File: src/rtl/div_arctan_interface_if.sv
`default_nettype none
// ============================================================================
//  Module      : div_arctan_interface_if
//  Description : Bundles the divider-side inputs, the arctan-side output
//                handshake and the status/error signals of
//                div_arctan_interface.
//                slave  : used by div_arctan_interface itself
//                master : used by whatever drives the divider side and
//                         consumes the arctan side
//  Ports       : none (interface signals only)
//                div_start, start_chan, start_swap   divide issue + tag
//                div_ready, div_quotient, div_remainder   divider result
//                out_valid, out_ready, out_chan, out_x, out_y, out_sat
//                tag_full, err_clear, err_overflow, err_orphan
//  Revision    : 1.0  initial release
// ============================================================================
interface div_arctan_interface_if #(
   parameter int QW = 12,
   parameter int FW = 8,
   parameter int CW = 1
);
   logic          div_start;
   logic [CW-1:0] start_chan;
   logic          start_swap;
   logic          div_ready;
   logic [QW-1:0] div_quotient;
   logic [FW-1:0] div_remainder;
   logic          out_valid;
   logic          out_ready;
   logic [CW-1:0] out_chan;
   logic [FW+1:0] out_x;
   logic [FW+1:0] out_y;
   logic          out_sat;
   logic          tag_full;
   logic          err_clear;
   logic          err_overflow;
   logic          err_orphan;

   modport slave (
      input  div_start, start_chan, start_swap,
      input  div_ready, div_quotient, div_remainder,
      input  out_ready, err_clear,
      output out_valid, out_chan, out_x, out_y, out_sat,
      output tag_full, err_overflow, err_orphan
   );

   modport master (
      output div_start, start_chan, start_swap,
      output div_ready, div_quotient, div_remainder,
      output out_ready, err_clear,
      input  out_valid, out_chan, out_x, out_y, out_sat,
      input  tag_full, err_overflow, err_orphan
   );
endinterface
`default_nettype wire

File: src/rtl/div_arctan_interface.sv
`default_nettype none
// ============================================================================
//  Module      : div_arctan_interface
//  Description : Glue between a shared divider and the arctan stage. Each
//                issued divide queues {channel, swap} in a tag FIFO; each
//                divider result pops one tag, is converted to an (x, y)
//                fixed-point pair with the unit axis forced to 1.0, and is
//                buffered in an output FIFO drained by valid/ready.
//                Overflow and orphan-result conditions are sticky flags.
//  Ports       : clk_i    system clock
//                reset_i  asynchronous active-high reset
//                bus      div_arctan_interface_if.slave (divider inputs,
//                         output handshake, status and error flags)
//  Revision    : 1.0  initial release
// ============================================================================
module div_arctan_interface #(
   parameter int QW        = 12,
   parameter int FW        = 8,
   parameter int NCHAN     = 2,
   parameter int CW        = 1,
   parameter int TAG_DEPTH = 4,
   parameter int OUT_DEPTH = 2
) (
   input  wire                         clk_i,
   input  wire                         reset_i,
   div_arctan_interface_if.slave       bus
);

   localparam int TAW = $clog2(TAG_DEPTH);
   localparam int OAW = $clog2(OUT_DEPTH);
   localparam logic [TAW:0]  c_tag_depth = (TAW+1)'(TAG_DEPTH);
   localparam logic [OAW:0]  c_out_depth = (OAW+1)'(OUT_DEPTH);
   localparam logic [FW+1:0] c_one       = {2'b01, {FW{1'b0}}};

   if ((1 << CW) < NCHAN) begin : g_chan_width_check
      $error("CW too narrow for NCHAN");
   end

   // ---------------------------------------------------------------- tag FIFO
   logic [CW:0]  r_tag_mem_q [TAG_DEPTH];
   logic [TAW-1:0] r_tag_wr_q, r_tag_rd_q;
   logic [TAW:0] r_tag_cnt_q, r_tag_cnt_d;

   logic w_tag_empty, w_tag_full, w_tag_pop, w_tag_push;
   logic w_orphan_evt, w_start_drop_evt;

   assign w_tag_empty = (r_tag_cnt_q == '0);
   assign w_tag_full  = (r_tag_cnt_q == c_tag_depth);
   assign w_tag_pop   = bus.div_ready & ~w_tag_empty;
   // A pop in the same cycle frees the slot the start needs.
   assign w_tag_push  = bus.div_start & (~w_tag_full | w_tag_pop);
   assign w_orphan_evt     = bus.div_ready & w_tag_empty;
   assign w_start_drop_evt = bus.div_start & w_tag_full & ~w_tag_pop;

   // ---------------------------------------------------------- conversion
   logic [QW-2:0] w_mag;
   logic          w_sat;
   logic [FW+1:0] w_f, w_x, w_y;
   logic [CW-1:0] w_head_chan;
   logic          w_head_swap;

   always_comb begin
      w_mag       = bus.div_quotient[QW-2:0];
      w_sat       = (w_mag > (QW-1)'(1));
      w_head_chan = r_tag_mem_q[r_tag_rd_q][CW:1];
      w_head_swap = r_tag_mem_q[r_tag_rd_q][0];
      // |q| >= 2 clamps to signed 1.0; otherwise integer bit is mag[0].
      if (w_sat) begin
         w_f = {bus.div_quotient[QW-1], 1'b1, {FW{1'b0}}};
      end else begin
         w_f = {bus.div_quotient[QW-1], w_mag[0], bus.div_remainder};
      end
      if (w_head_swap) begin
         w_x = w_f;
         w_y = c_one;
      end else begin
         w_x = c_one;
         w_y = w_f;
      end
   end

   // ------------------------------------------------------------- out FIFO
   logic [CW-1:0] r_oc_mem_q [OUT_DEPTH];
   logic [FW+1:0] r_ox_mem_q [OUT_DEPTH];
   logic [FW+1:0] r_oy_mem_q [OUT_DEPTH];
   logic          r_os_mem_q [OUT_DEPTH];
   logic [OAW-1:0] r_out_wr_q, r_out_rd_q;
   logic [OAW:0]  r_out_cnt_q, r_out_cnt_d;

   logic w_out_valid, w_out_full, w_out_pop, w_out_push, w_result_drop_evt;

   assign w_out_valid = (r_out_cnt_q != '0);
   assign w_out_full  = (r_out_cnt_q == c_out_depth);
   assign w_out_pop   = w_out_valid & bus.out_ready;
   assign w_out_push  = w_tag_pop & (~w_out_full | w_out_pop);
   // The tag is still consumed so later results stay matched to their tags.
   assign w_result_drop_evt = w_tag_pop & w_out_full & ~w_out_pop;

   always_comb begin
      r_tag_cnt_d = r_tag_cnt_q;
      case ({w_tag_push, w_tag_pop})
         2'b10:   r_tag_cnt_d = r_tag_cnt_q + 1'b1;
         2'b01:   r_tag_cnt_d = r_tag_cnt_q - 1'b1;
         default: r_tag_cnt_d = r_tag_cnt_q;
      endcase
      r_out_cnt_d = r_out_cnt_q;
      case ({w_out_push, w_out_pop})
         2'b10:   r_out_cnt_d = r_out_cnt_q + 1'b1;
         2'b01:   r_out_cnt_d = r_out_cnt_q - 1'b1;
         default: r_out_cnt_d = r_out_cnt_q;
      endcase
   end

   // Storage arrays carry data only; occupancy is held by the counters.
   always_ff @(posedge clk_i) begin
      if (w_tag_push) begin
         r_tag_mem_q[r_tag_wr_q] <= {bus.start_chan, bus.start_swap};
      end
      if (w_out_push) begin
         r_oc_mem_q[r_out_wr_q] <= w_head_chan;
         r_ox_mem_q[r_out_wr_q] <= w_x;
         r_oy_mem_q[r_out_wr_q] <= w_y;
         r_os_mem_q[r_out_wr_q] <= w_sat;
      end
   end

   logic r_err_overflow_q, r_err_orphan_q;

   always_ff @(posedge clk_i or posedge reset_i) begin
      if (reset_i) begin
         r_tag_wr_q       <= '0;
         r_tag_rd_q       <= '0;
         r_tag_cnt_q      <= '0;
         r_out_wr_q       <= '0;
         r_out_rd_q       <= '0;
         r_out_cnt_q      <= '0;
         r_err_overflow_q <= 1'b0;
         r_err_orphan_q   <= 1'b0;
      end else begin
         if (w_tag_push) r_tag_wr_q <= r_tag_wr_q + 1'b1;
         if (w_tag_pop)  r_tag_rd_q <= r_tag_rd_q + 1'b1;
         if (w_out_push) r_out_wr_q <= r_out_wr_q + 1'b1;
         if (w_out_pop)  r_out_rd_q <= r_out_rd_q + 1'b1;
         r_tag_cnt_q <= r_tag_cnt_d;
         r_out_cnt_q <= r_out_cnt_d;
         // A new event wins over a simultaneous clear.
         r_err_overflow_q <= (r_err_overflow_q & ~bus.err_clear)
                             | w_start_drop_evt | w_result_drop_evt;
         r_err_orphan_q   <= (r_err_orphan_q & ~bus.err_clear) | w_orphan_evt;
      end
   end

   // Head fields are forced to zero when empty so stale storage never shows.
   assign bus.out_valid    = w_out_valid;
   assign bus.out_chan     = w_out_valid ? r_oc_mem_q[r_out_rd_q] : '0;
   assign bus.out_x        = w_out_valid ? r_ox_mem_q[r_out_rd_q] : '0;
   assign bus.out_y        = w_out_valid ? r_oy_mem_q[r_out_rd_q] : '0;
   assign bus.out_sat      = w_out_valid & r_os_mem_q[r_out_rd_q];
   assign bus.tag_full     = w_tag_full;
   assign bus.err_overflow = r_err_overflow_q;
   assign bus.err_orphan   = r_err_orphan_q;

endmodule
`default_nettype wire

File: src/flat_wrapper.sv
// flat-port wrapper written by rule: the top's interface ports become plain ports
module div_arctan_interface_flat 
#(
   parameter int QW        = 12,
   parameter int FW        = 8,
   parameter int NCHAN     = 2,
   parameter int CW        = 1,
   parameter int TAG_DEPTH = 4,
   parameter int OUT_DEPTH = 2
)
  (clk_i, reset_i, bus_div_start, bus_start_chan, bus_start_swap, bus_div_ready, bus_div_quotient, bus_div_remainder, bus_out_ready, bus_err_clear, bus_out_valid, bus_out_chan, bus_out_x, bus_out_y, bus_out_sat, bus_tag_full, bus_err_overflow, bus_err_orphan);
  div_arctan_interface_if #(.QW(QW), .FW(FW), .CW(CW)) bus_i ();
  input  wire clk_i;
  input  wire reset_i;
  input wire logic [$bits(bus_i.div_start)-1:0] bus_div_start;
  input wire logic [$bits(bus_i.start_chan)-1:0] bus_start_chan;
  input wire logic [$bits(bus_i.start_swap)-1:0] bus_start_swap;
  input wire logic [$bits(bus_i.div_ready)-1:0] bus_div_ready;
  input wire logic [$bits(bus_i.div_quotient)-1:0] bus_div_quotient;
  input wire logic [$bits(bus_i.div_remainder)-1:0] bus_div_remainder;
  input wire logic [$bits(bus_i.out_ready)-1:0] bus_out_ready;
  input wire logic [$bits(bus_i.err_clear)-1:0] bus_err_clear;
  output wire logic [$bits(bus_i.out_valid)-1:0] bus_out_valid;
  output wire logic [$bits(bus_i.out_chan)-1:0] bus_out_chan;
  output wire logic [$bits(bus_i.out_x)-1:0] bus_out_x;
  output wire logic [$bits(bus_i.out_y)-1:0] bus_out_y;
  output wire logic [$bits(bus_i.out_sat)-1:0] bus_out_sat;
  output wire logic [$bits(bus_i.tag_full)-1:0] bus_tag_full;
  output wire logic [$bits(bus_i.err_overflow)-1:0] bus_err_overflow;
  output wire logic [$bits(bus_i.err_orphan)-1:0] bus_err_orphan;
  assign bus_i.div_start = bus_div_start;
  assign bus_i.start_chan = bus_start_chan;
  assign bus_i.start_swap = bus_start_swap;
  assign bus_i.div_ready = bus_div_ready;
  assign bus_i.div_quotient = bus_div_quotient;
  assign bus_i.div_remainder = bus_div_remainder;
  assign bus_i.out_ready = bus_out_ready;
  assign bus_i.err_clear = bus_err_clear;
  assign bus_out_valid = bus_i.out_valid;
  assign bus_out_chan = bus_i.out_chan;
  assign bus_out_x = bus_i.out_x;
  assign bus_out_y = bus_i.out_y;
  assign bus_out_sat = bus_i.out_sat;
  assign bus_tag_full = bus_i.tag_full;
  assign bus_err_overflow = bus_i.err_overflow;
  assign bus_err_orphan = bus_i.err_orphan;
  div_arctan_interface #(.QW(QW), .FW(FW), .NCHAN(NCHAN), .CW(CW), .TAG_DEPTH(TAG_DEPTH), .OUT_DEPTH(OUT_DEPTH)) u_core (.clk_i(clk_i), .reset_i(reset_i), .bus(bus_i));
endmodule
File: config.mk
export PLATFORM = sky130hd
export DESIGN_NAME = div_arctan_interface_flat
export DESIGN_NICKNAME = d
export VERILOG_FILES = /design/src/rtl/div_arctan_interface_if.sv /design/src/rtl/div_arctan_interface.sv /design/src/flat_wrapper.sv
export SDC_FILE = /design/constraint.sdc
export NUM_CORES = 1
export LEC_CHECK = 0
export ABC_AREA = 1
export CAP_MARGIN = 20
export CORE_MARGIN = 5
export CORE_UTILIZATION = 47
export DETAILED_ROUTE_END_ITERATION = 8
export MAX_ROUTING_LAYER = met4
export PLACE_DENSITY = 0.83
export SETUP_SLACK_MARGIN = 0.5
export SLEW_MARGIN = 20
export SYNTH_ARGS = -nofsm -noshare
export SYNTH_HDL_FRONTEND = slang
export SYNTH_SLANG_ARGS = --single-unit
File: constraint.sdc
create_clock -name clk_i -period 2.5 [get_ports clk_i]
set_clock_uncertainty 0.1 [all_clocks]
set_input_delay 0.75 -clock clk_i [delete_from_list [all_inputs] [get_ports clk_i]]
set_output_delay 0.75 -clock clk_i [all_outputs]
set_load 0.05 [all_outputs]
# Word level (Yosys, flattened, before mapping)

Memories as Yosys holds them, arrays and structs flattened.
Cells that the tools add are included.

Equal/unequal tests: 6
Reduce and logical (&&, ||, !) cells: 4
Bitwise logic cells: 23
Magnitude comparators: 1
Multiplexer cells: 12
Add/sub/neg operators: 8

Operator list:

| operator                                                        | count |
|---|---|
| two-way mux 10 bit                                              | 4 |
| AND 1 bit                                                       | 12 |
| greater-than comparator 11 x 1 -> 1 bit (second input constant) | 1 |
| two-way mux 9 bit                                               | 1 |
| adder 2 x 1 -> 2 bit (second input constant)                    | 3 |
| equality test 2 bit (second input constant)                     | 3 |
| inverter 1 bit                                                  | 6 |
| case mux 3 bit (2 select lines)                                 | 1 |
| nonzero test 2 bit                                              | 3 |
| two-way mux 1 bit                                               | 5 |
| OR 1 bit                                                        | 5 |
| equality test 2 x 1 -> 1 bit (second input constant)            | 2 |
| case mux 2 bit (2 select lines)                                 | 1 |
| adder 3 x 1 -> 3 bit (second input constant)                    | 1 |
| equality test 3 bit (second input constant)                     | 1 |
| logical NOT 3 bit                                               | 1 |
| subtractor 3 x 1 -> 3 bit (second input constant)               | 1 |
| adder 1 bit (second input constant)                             | 2 |
| subtractor 2 x 1 -> 2 bit (second input constant)               | 1 |

Flip-flop bits (word level): 13
Word-level logic and storage cells: 67
Bits in writable memories: 52
Output and inout port bits: 26
Memories: 5

Memories:

| name               | depth | bits a word | read ports | clocked after Yosys merged registers in | write ports | RTL line                   | text |
|---|---|---|---|---|---|---|---|
| u_core.r_ox_mem_q  | 2     | 10          | 1          | 0                                       | 1           | div_arctan_interface.sv:84 | `logic [FW+1:0] r_ox_mem_q [OUT_DEPTH];` |
| u_core.r_oy_mem_q  | 2     | 10          | 1          | 0                                       | 1           | div_arctan_interface.sv:85 | `logic [FW+1:0] r_oy_mem_q [OUT_DEPTH];` |
| u_core.r_tag_mem_q | 4     | 2           | 1          | 0                                       | 1           | div_arctan_interface.sv:40 | `logic [CW:0] r_tag_mem_q [TAG_DEPTH];` |
| u_core.r_oc_mem_q  | 2     | 1           | 1          | 0                                       | 1           | div_arctan_interface.sv:83 | `logic [CW-1:0] r_oc_mem_q [OUT_DEPTH];` |
| u_core.r_os_mem_q  | 2     | 1           | 1          | 0                                       | 1           | div_arctan_interface.sv:86 | `logic r_os_mem_q [OUT_DEPTH];` |

# Depth between registers and ports, before layout

Gate-level depths: netlist (run 1).

Word-level depth: 7
Gate-level depth with buffers: 9
Mapped depth without buffers: 9

# Worst setup path after synthesis (run 1)

OpenSTA, ideal clock, no wires.

Path type: input-to-reg
From: input bus_out_ready
To: memory u_core.r_oc_mem_q[0], enable pin
Arrival: 2099 ps
Buffers on the path: 1
Path slack: -100 ps
Required time: 1999 ps
Cell stages on the path: 4
Cell sequence: nor3_1 > or2_1 > buf_6 > nor2_1

Cells in the longest elaborated chain, start to end: 5

Ends and longest elaborated chain:

| element                                 | RTL line                    | text |
|---|---|---|
| start, declared                         | flat_wrapper.sv:21          | `input wire logic [$bits(bus_i.out_ready)-1:0] bus_out_ready;` |
| AND 1 bit                               | div_arctan_interface.sv:94  | `assign w_out_pop = w_out_valid & bus.out_ready;` |
| OR 1 bit                                | div_arctan_interface.sv:95  | `assign w_out_push = w_tag_pop & (~w_out_full \| w_out_pop);` |
| AND 1 bit                               | div_arctan_interface.sv:95  |  |
| two-way mux 1 bit                       | div_arctan_interface.sv:119 | `if (w_out_push) begin` |
| two-way mux 1 bit (not written as such) | div_arctan_interface.sv:120 | `r_oc_mem_q[r_out_wr_q] <= w_head_chan;` |
| end, declared                           | div_arctan_interface.sv:83  |  |

No other way between the ends.

# Worst setup path after layout (run 1)

From: register u_core.r_out_rd_q
To: output bus_out_sat

Cells in the longest elaborated chain, start to end: 2

Ends and longest elaborated chain:

| element                | RTL line                    | text |
|---|---|---|
| start, declared        | div_arctan_interface.sv:87  | `logic [OAW-1:0] r_out_wr_q, r_out_rd_q;` |
| start signal, assigned | div_arctan_interface.sv:143 | `if (w_out_pop) r_out_rd_q <= r_out_rd_q + 1'b1;` |
| memory (2 x 1 bit)     | --                          |  |
| AND 1 bit              | div_arctan_interface.sv:158 | `assign bus.out_sat = w_out_valid & r_os_mem_q[r_out_rd_q];` |
| end, declared          | flat_wrapper.sv:27          | `output wire logic [$bits(bus_i.out_sat)-1:0] bus_out_sat;` |

No other way between the ends.

==> results of run 1 <==
-- state kept, by name, summed over array words and instances (netlist names), 3 cells and up --
| name | cells |
|---|---|
| u_core.r_ox_mem_q | 20 |
| u_core.r_oy_mem_q | 20 |
| u_core.r_tag_mem_q | 8 |
| u_core.r_tag_cnt_q | 3 |
-- how the worst max path moves through the flow --
stage | from | to | slack (ns) | cells after the start
6_report | u_core.r_out_rd_q$_DFFE_PP0P_ | bus_out_sat | 0.15 | 5
5_1_grt | u_core.r_out_rd_q$_DFFE_PP0P_ | bus_out_x[2] | 0.12 | 5
4_1_cts | u_core.r_out_rd_q$_DFFE_PP0P_ | bus_out_x[4] | 0.18 | 5
3_5_place_dp | bus_out_ready | u_core.r_out_cnt_q[1]$_DFFE_PP0P_ | -0.01 | 7
3_3_place_gp | bus_div_ready | u_core.r_out_cnt_q[1]$_DFFE_PP0P_ | 0.04 | 7
2_1_floorplan | bus_out_ready | u_core.r_oc_mem_q[0]$_DFFE_PP_ | 0.27 | 4
-- what timing repair did --
item	in CTS	in global routing
pin swaps	8	18
resized for setup	43	45
gates cloned	2	6
setup buffers	10	6
setup endpoints to repair	75	77
-- kinds of logic after synthesis --
kind of cell               synth area share [%]
AOI/OAI and AO/OA                          6.20
and+or+nand+nor                            16.7
DFF                                        64.5
adders and majority gates                  2.82
xor gates and xnor gates                   2.35
buffers and inverters                      7.44
-- cell type report --
cell class / instances / area share (%)
inverter: 43 / 3.49
timing repair buffer: 89 / 25.4
clock buffer: 9 / 2.52
multi-input combinational: 162 / 26.3
clock inverter: 7 / 1.91
sequential: 65 / 38.5
tap: 75 / 1.91
-- cell usage in the layout, fill, tap and decap left out, drive strengths merged, types with 2 or more instances in the layout --
| master | instances |
|---|---|
| nand2 | 67 |
| nor2 | 19 |
| clkinvlp | 2 |
| edfxtp | 52 |
| buf | 57 |
| bufinv | 2 |
| dlygate4sd2 | 2 |
| clkdlybuf4s15 | 2 |
| nor3 | 19 |
| clkbuf | 12 |
| xor2 | 6 |
| ha | 5 |
| o22ai | 2 |
| dfrtp | 13 |
| inv | 43 |
| nand3 | 8 |
| clkinv | 3 |
| o21ai | 5 |
| clkdlybuf4s50 | 24 |
| a21oi | 25 |
-- report_power, final --
part / switching [uW] / total, uW / internal (uW)
logic: 2380 / 4280 / 1890
registers: 188 / 1690 / 1500
clock network: 428 / 989 / 561
-- per-layer routing --
| layer | track usage, % | up-vias | routed length, um |
|---|---|---|---|
| met5 | - | - | 0 |
| met4 | 11.4 | 0 | 245 |
| met2 | 40.9 | 118 | 5070 |
| met3 | 4.06 | 26 | 522 |
| met1 | 22.0 | 1199 | 3260 |
| li1 | - | 1100 | - |
-- through the flow --
| stage | area, um^2 | total power (uW) | instances |
|---|---|---|---|
| floorplan | 3160 | 3630 | 278 |
| global placement | 4100 | 4920 | 410 |
| detailed placement | 4100 | 5010 | 410 |
| CTS | 4590 | 6470 | 438 |
| global route | 4910 | 7230 | 450 |
| finish | 4910 | 6950 | 450 |
==> results.yml, run 1 <==
layout:
  final_layout_size_suffix_gt1_share_pct: 42.4
  multi_input_area_um2: 1290
  final_util_pct: 82.0
  register_area_um2: 1890
  insertedDiodeCount: 0
  finish.net_count: 404
  filler_cell_count: 303
  synthToLayoutAreaGrowth_pct: 67.9
timing:
  post-route-worst-setup-slack_ns: 0.151
  setup_tns_ns: 0
  setup_viol: 0
  drv_slew: 0
  worst_slew_margin_rel_pct: 65.4
  fin_worst_hold_slack_ns: 0.435
  clock.fmax_mhz: 426
  grt_setup_unrepaired: "yes"
  tightestPinTransition_ns: 0.518
  final_min_period_over_clock_period_pct: 94.0
  finalWorstPathRequiredPeriod_ns: 2.35
  final-hold-violation-count: 0
clock_network:
  clock-sinks: 65
  cts_hold_buf: 0
  clk_pin_slew_ns: 0.07
  ctsHtreeMaxLevel: 3
  insertion_delay_ns: 0.34
  clk_path_buf_depth: 2
  cts_tree: "yes"
  ctsRootBufferMaster: "sky130_fd_sc_hd__clkbuf_8"
  tritoncts.num_buffers: 9
grt:
  via_count_of_the_first_global_routing_pass: 2574
  grt_pass1_wl_um: 12500
  global_route.usage.total_pct: 22.2
  pin_count_of_the_biggest_net_entering_global_routing: 23
  grt.overflow.total: 0
  grt_antenna_before_repair: 0
synthesis:
  synth.most_common_cell: "sky130_fd_sc_hd__nand2_1"
  yosysSeqAreaShare_pct: 64.5
  yosys_warnings: 0
  mappedNetlistArea_um2: 2930
  netlist-cell-type-count: 27
  ys.flop_type: "sky130_fd_sc_hd__edfxtp_1"
  number_of_enable_type_register_cells_in_the_synthesized_netlist: 52
  netlist_top_cells_count: "sky130_fd_sc_hd__nand2_1, sky130_fd_sc_hd__edfxtp_1, sky130_fd_sc_hd__inv_1, sky130_fd_sc_hd__a21oi_1"
  avgSynthCellArea_um2: 10.5
  ys_async_sr_fraction_pct: 20.0
  top_cell_type_s_share_of_synthesized_area_pct: 53.4
  synth.net_count: 312
  synthCells: 278
  library_cell_occupying_the_most_area_in_the_post_synthesis_netlist: "sky130_fd_sc_hd__edfxtp_1"
  synth.top_cells.by_area: "sky130_fd_sc_hd__edfxtp_1, sky130_fd_sc_hd__dfrtp_1, sky130_fd_sc_hd__nand2_1, sky130_fd_sc_hd__inv_1, sky130_fd_sc_hd__a21oi_1"
  ys_ff_latch: 65
placement:
  place.gp.congestion: 0.888
  port_buffers: 53
  dpl.hpwl_um: 4690
  place_worst_setup_slack_ns: -0.0131
setup_path:
  r2r.worst_path.cells: 8
  worstSetupPathType: "reg -> out"
  worstPathRequired_ns: 1.65
  crit_path_end_kind: "primary output"
  timing.critical_path.fanout_max: 11
  cp_cell_sequence: "clkinv_4 > buf_12 > nand2_2 > a21oi_4 > buf_12"
  worst_r2r_endpoint: "u_core.r_oy_mem_q[0][2]$_DFFE_PP_"
  critical_path.slowest_cell: "sky130_fd_sc_hd__dfrtp_2"
  cpLargestDelayFamily: "flip-flops"
  worstReg2RegStart: "u_core.r_tag_cnt_q[1]$_DFFE_PP0P_"
  critPathArrivalTime_ns: 1.50
  cell_with_the_most_instances_on_the_worst_path: "sky130_fd_sc_hd__buf_12"
  buffer_and_inverter_count_on_the_worst_path: 3
  timing.critical_path.from_type: "register"
  worst_path_largest_cell_delay_ns: 0.45
  r2r_setup_slack_ns: 0.54
detailed_routing:
  drcViolationCount: 0
  drtPass1Iterations: 4
  detailroute.via_count: 2443
  post_drt_wl_per_cell_um: 20.2
  viasPerCell: 5.43
  drtIter0Drc: 191
  drt_wl_total_um: 9090
  antenna_left: 0
floorplanning:
  floorplan.die_area_um2: 7900
  std_cell_core_area_um2: 5990
  initial_core_util_pct: 48.8
  floorplan.rows: 28
  fp.dieW_um: 88.9
  design.portCount: 54
  die_height_um: 88.9
pwr:
  static-leakage-power_uw: 0.00197
  ir_worst_vdd_v: 0.000941
  power_per_cell_area_nw_per_um2: 1420
worst_hold_path:
  hold-path-endpoint: "u_core.r_tag_rd_q[1]$_DFFE_PP0N_"
  class_of_the_tightest_hold_or_removal_check: "reg -> reg"
  worstHoldStart: "u_core.r_tag_rd_q[1]$_DFFE_PP0N_"
  min_delay_path_depth: 1
status:
  run_status: "finished, final reports clean"
flow_run:
  max-cap-violations: 0
No activity file was read; power rests on OpenSTA's default activity.
==> inputs of run 2 (changes only) <==
--- a/config.mk
+++ b/config.mk
@@ -13,6 +13,7 @@
 export MAX_ROUTING_LAYER = met4
 export PLACE_DENSITY = 0.83
 export SETUP_SLACK_MARGIN = 0.5
+export SKIP_CTS_REPAIR_TIMING = 1
 export SLEW_MARGIN = 20
 export SYNTH_ARGS = -nofsm -noshare
 export SYNTH_HDL_FRONTEND = slang
==> run 2 against run 1 <==
  * Core utilization decreased by 3.5 points
  * Critical endpoint is now bus_out_x[5]
  * Count of clock-buffer cells in the layout unchanged
  * Clock power decreased by 0.5%
  * Non-clock buffer count decreased by 3
  * Largest power group unchanged
==> results.yml, run 2 (synthesized netlist as in run 1, its figures left out) <==
clock_network:
  clk_path_buf_depth: 2
  tritoncts.num_buffers: 9
  clock-sinks: 65
  clk_pin_slew_ns: 0.07
  ctsRootBufferMaster: "sky130_fd_sc_hd__clkbuf_8"
  ctsHtreeMaxLevel: 3
  insertion_delay_ns: 0.33
  cts_tree: "yes"
setup_path:
  r2r.worst_path.cells: 9
  worstPathRequired_ns: 1.65
  worstSetupPathType: "reg -> out"
  worst_path_largest_cell_delay_ns: 0.48
  critPathArrivalTime_ns: 1.51
  cpLargestDelayFamily: "flip-flops"
  buffer_and_inverter_count_on_the_worst_path: 3
  timing.critical_path.fanout_max: 6
  cp_cell_sequence: "clkinv_4 > clkbuf_16 > nand2_2 > a21oi_4 > buf_12"
  startpoint: "u_core.r_out_rd_q$_DFFE_PP0P_"
  crit_path_end_kind: "primary output"
  critical_path.slowest_cell: "sky130_fd_sc_hd__dfrtp_2"
  worstReg2RegStart: "u_core.r_tag_cnt_q[1]$_DFFE_PP0P_"
  path_depth: 5
  timing.critical_path.from_type: "register"
layout:
  layout.cells.most_common: "sky130_fd_sc_hd__edfxtp_1"
  post_route_insts_no_fill: 447
  finish.net_count: 401
  top_regs: "u_core.r_ox_mem_q: 20 flops, u_core.r_oy_mem_q: 20 flops, u_core.r_tag_mem_q: 8 flops"
  insertedDiodeCount: 0
  final_layout_size_suffix_gt1_share_pct: 39.0
  layout_common_cells: "sky130_fd_sc_hd__edfxtp_1, sky130_fd_sc_hd__nand2_1, sky130_fd_sc_hd__inv_1"
  synthToLayoutAreaGrowth_pct: 60.8
  fin_area_um2: 4700
  filler_cell_count: 338
detailed_routing:
  drt_wl_total_um: 7900
  drtPass1Iterations: 5
  viasPerCell: 5.27
  detailroute.via_count: 2357
  post_drt_wl_per_cell_um: 17.7
  drcViolationCount: 0
  drtIter0Drc: 136
  antenna_left: 0
placement:
  port_buffers: 53
  dpl.hpwl_um: 4690
  dp_cells: 410
  place.gp.congestion: 0.888
  placed_cell_area_um2: 4100
timing:
  setup_viol: 0
  setup_tns_ns: 0
  drv_slew: 0
  finalWorstPathRequiredPeriod_ns: 2.36
  grt_setup_unrepaired: "yes"
  final_min_period_over_clock_period_pct: 94.5
  tightestPinTransition_ns: 0.509
  fin_worst_hold_slack_ns: 0.429
  worst_slew_margin_rel_pct: 66.1
  clock.fmax_mhz: 423
  final-hold-violation-count: 0
floorplanning:
  std_cell_core_area_um2: 5990
  floorplan.die_area_um2: 7900
  fp.dieW_um: 88.9
  initial_core_util_pct: 48.8
  die_height_um: 88.9
  floorplan.rows: 28
  design.portCount: 54
grt:
  grt_antenna_before_repair: 0
  pin_count_of_the_biggest_net_entering_global_routing: 23
  grt_pass1_wl_um: 10800
  global_route.usage.total_pct: 18.9
  via_count_of_the_first_global_routing_pass: 2325
  grt.overflow.total: 0
worst_hold_path:
  min_delay_path_depth: 1
  worstHoldStart: "u_core.r_tag_rd_q[1]$_DFFE_PP0N_"
  class_of_the_tightest_hold_or_removal_check: "reg -> reg"
status:
  run_status: "finished, final reports clean"
flow_run:
  max-cap-violations: 0
pwr:
  power_per_cell_area_nw_per_um2: 1390
  ir_worst_vdd_v: 0.000883
  static-leakage-power_uw: 0.00191
  design_power_total_uw: 6540
-- run 2: worst paths after layout --
check	to	slack [ns]
worst max-delay path	bus_out_x[5]	0.14
min in group asynchronous	u_core.bus.err_overflow$_DFF_PP0_	0.64
worst min register to register	u_core.r_tag_rd_q[1]$_DFFE_PP0N_	0.43
worst max register to register	u_core.r_out_cnt_q[1]$_DFFE_PP0P_	0.55
worst min-delay path	u_core.r_tag_rd_q[1]$_DFFE_PP0N_	0.43
max in group asynchronous	u_core.r_out_cnt_q[0]$_DFFE_PP0P_	1.29
-- run 2: metal layers --
metal	up-vias	part of all wire, %	track usage, %
met4	0	2.0	8.79
li1	1093	-	-
met1	1159	36	19.6
met5	-	0	-
met2	91	56	34.1
met3	14	6.0	3.87
-- run 2: cell type report --
cell class	instances	area [um^2]	share of cell area (%)
well taps	75	93.8	1.99
repair buffers	86	1120	23.8
inverters	43	171	3.64
clock buffers	9	124	2.63
multi-input cells	162	1210	25.7
flip-flops and latches	65	1890	40.2
clock inverters	7	93.8	1.99
-- run 2: power breakdown --
part	internal (uW)	total [uW]	leakage, uW	switching, uW
clock network	561	984	0.000106	423
registers	1500	1680	0.000654	181
logic	1680	3880	0.00115	2200
-- run 2: worst reg2reg max path: cells and delay by family, from the launching register on --
| kind | cells | cell delay, ns |
|---|---|---|
| XOR/XNOR | 1 | 0.16 |
| buffers and inverters | 1 | 0.14 |
| AO/OA/AOI/OAI | 2 | 0.24 |
| adder cells (fa/ha/maj) | 1 | 0.32 |
| AND/OR/NAND/NOR | 4 | 0.46 |
| flip-flops | 1 | 0.41 |
-- run 2: through the flow --
stage	setup WS, ns	utilization, %
final	0.137	78.5
after global routing	0.0924	78.5
after CTS	-0.0136	72.0
after global placement	0.0445	68.4
after detailed placement	-0.0131	68.4
after floorplan	0.273	-
==> inputs of run 3 (changes only) <==
--- a/config.mk
+++ b/config.mk
@@ -10,6 +10,7 @@
 export CORE_MARGIN = 5
 export CORE_UTILIZATION = 47
 export DETAILED_ROUTE_END_ITERATION = 8
+export HOLD_SLACK_MARGIN = 0.02
 export MAX_ROUTING_LAYER = met4
 export PLACE_DENSITY = 0.83
 export SETUP_SLACK_MARGIN = 0.5
==> results of run 3 <==
Final layout, timing and power as in run 2 (identical DEF).
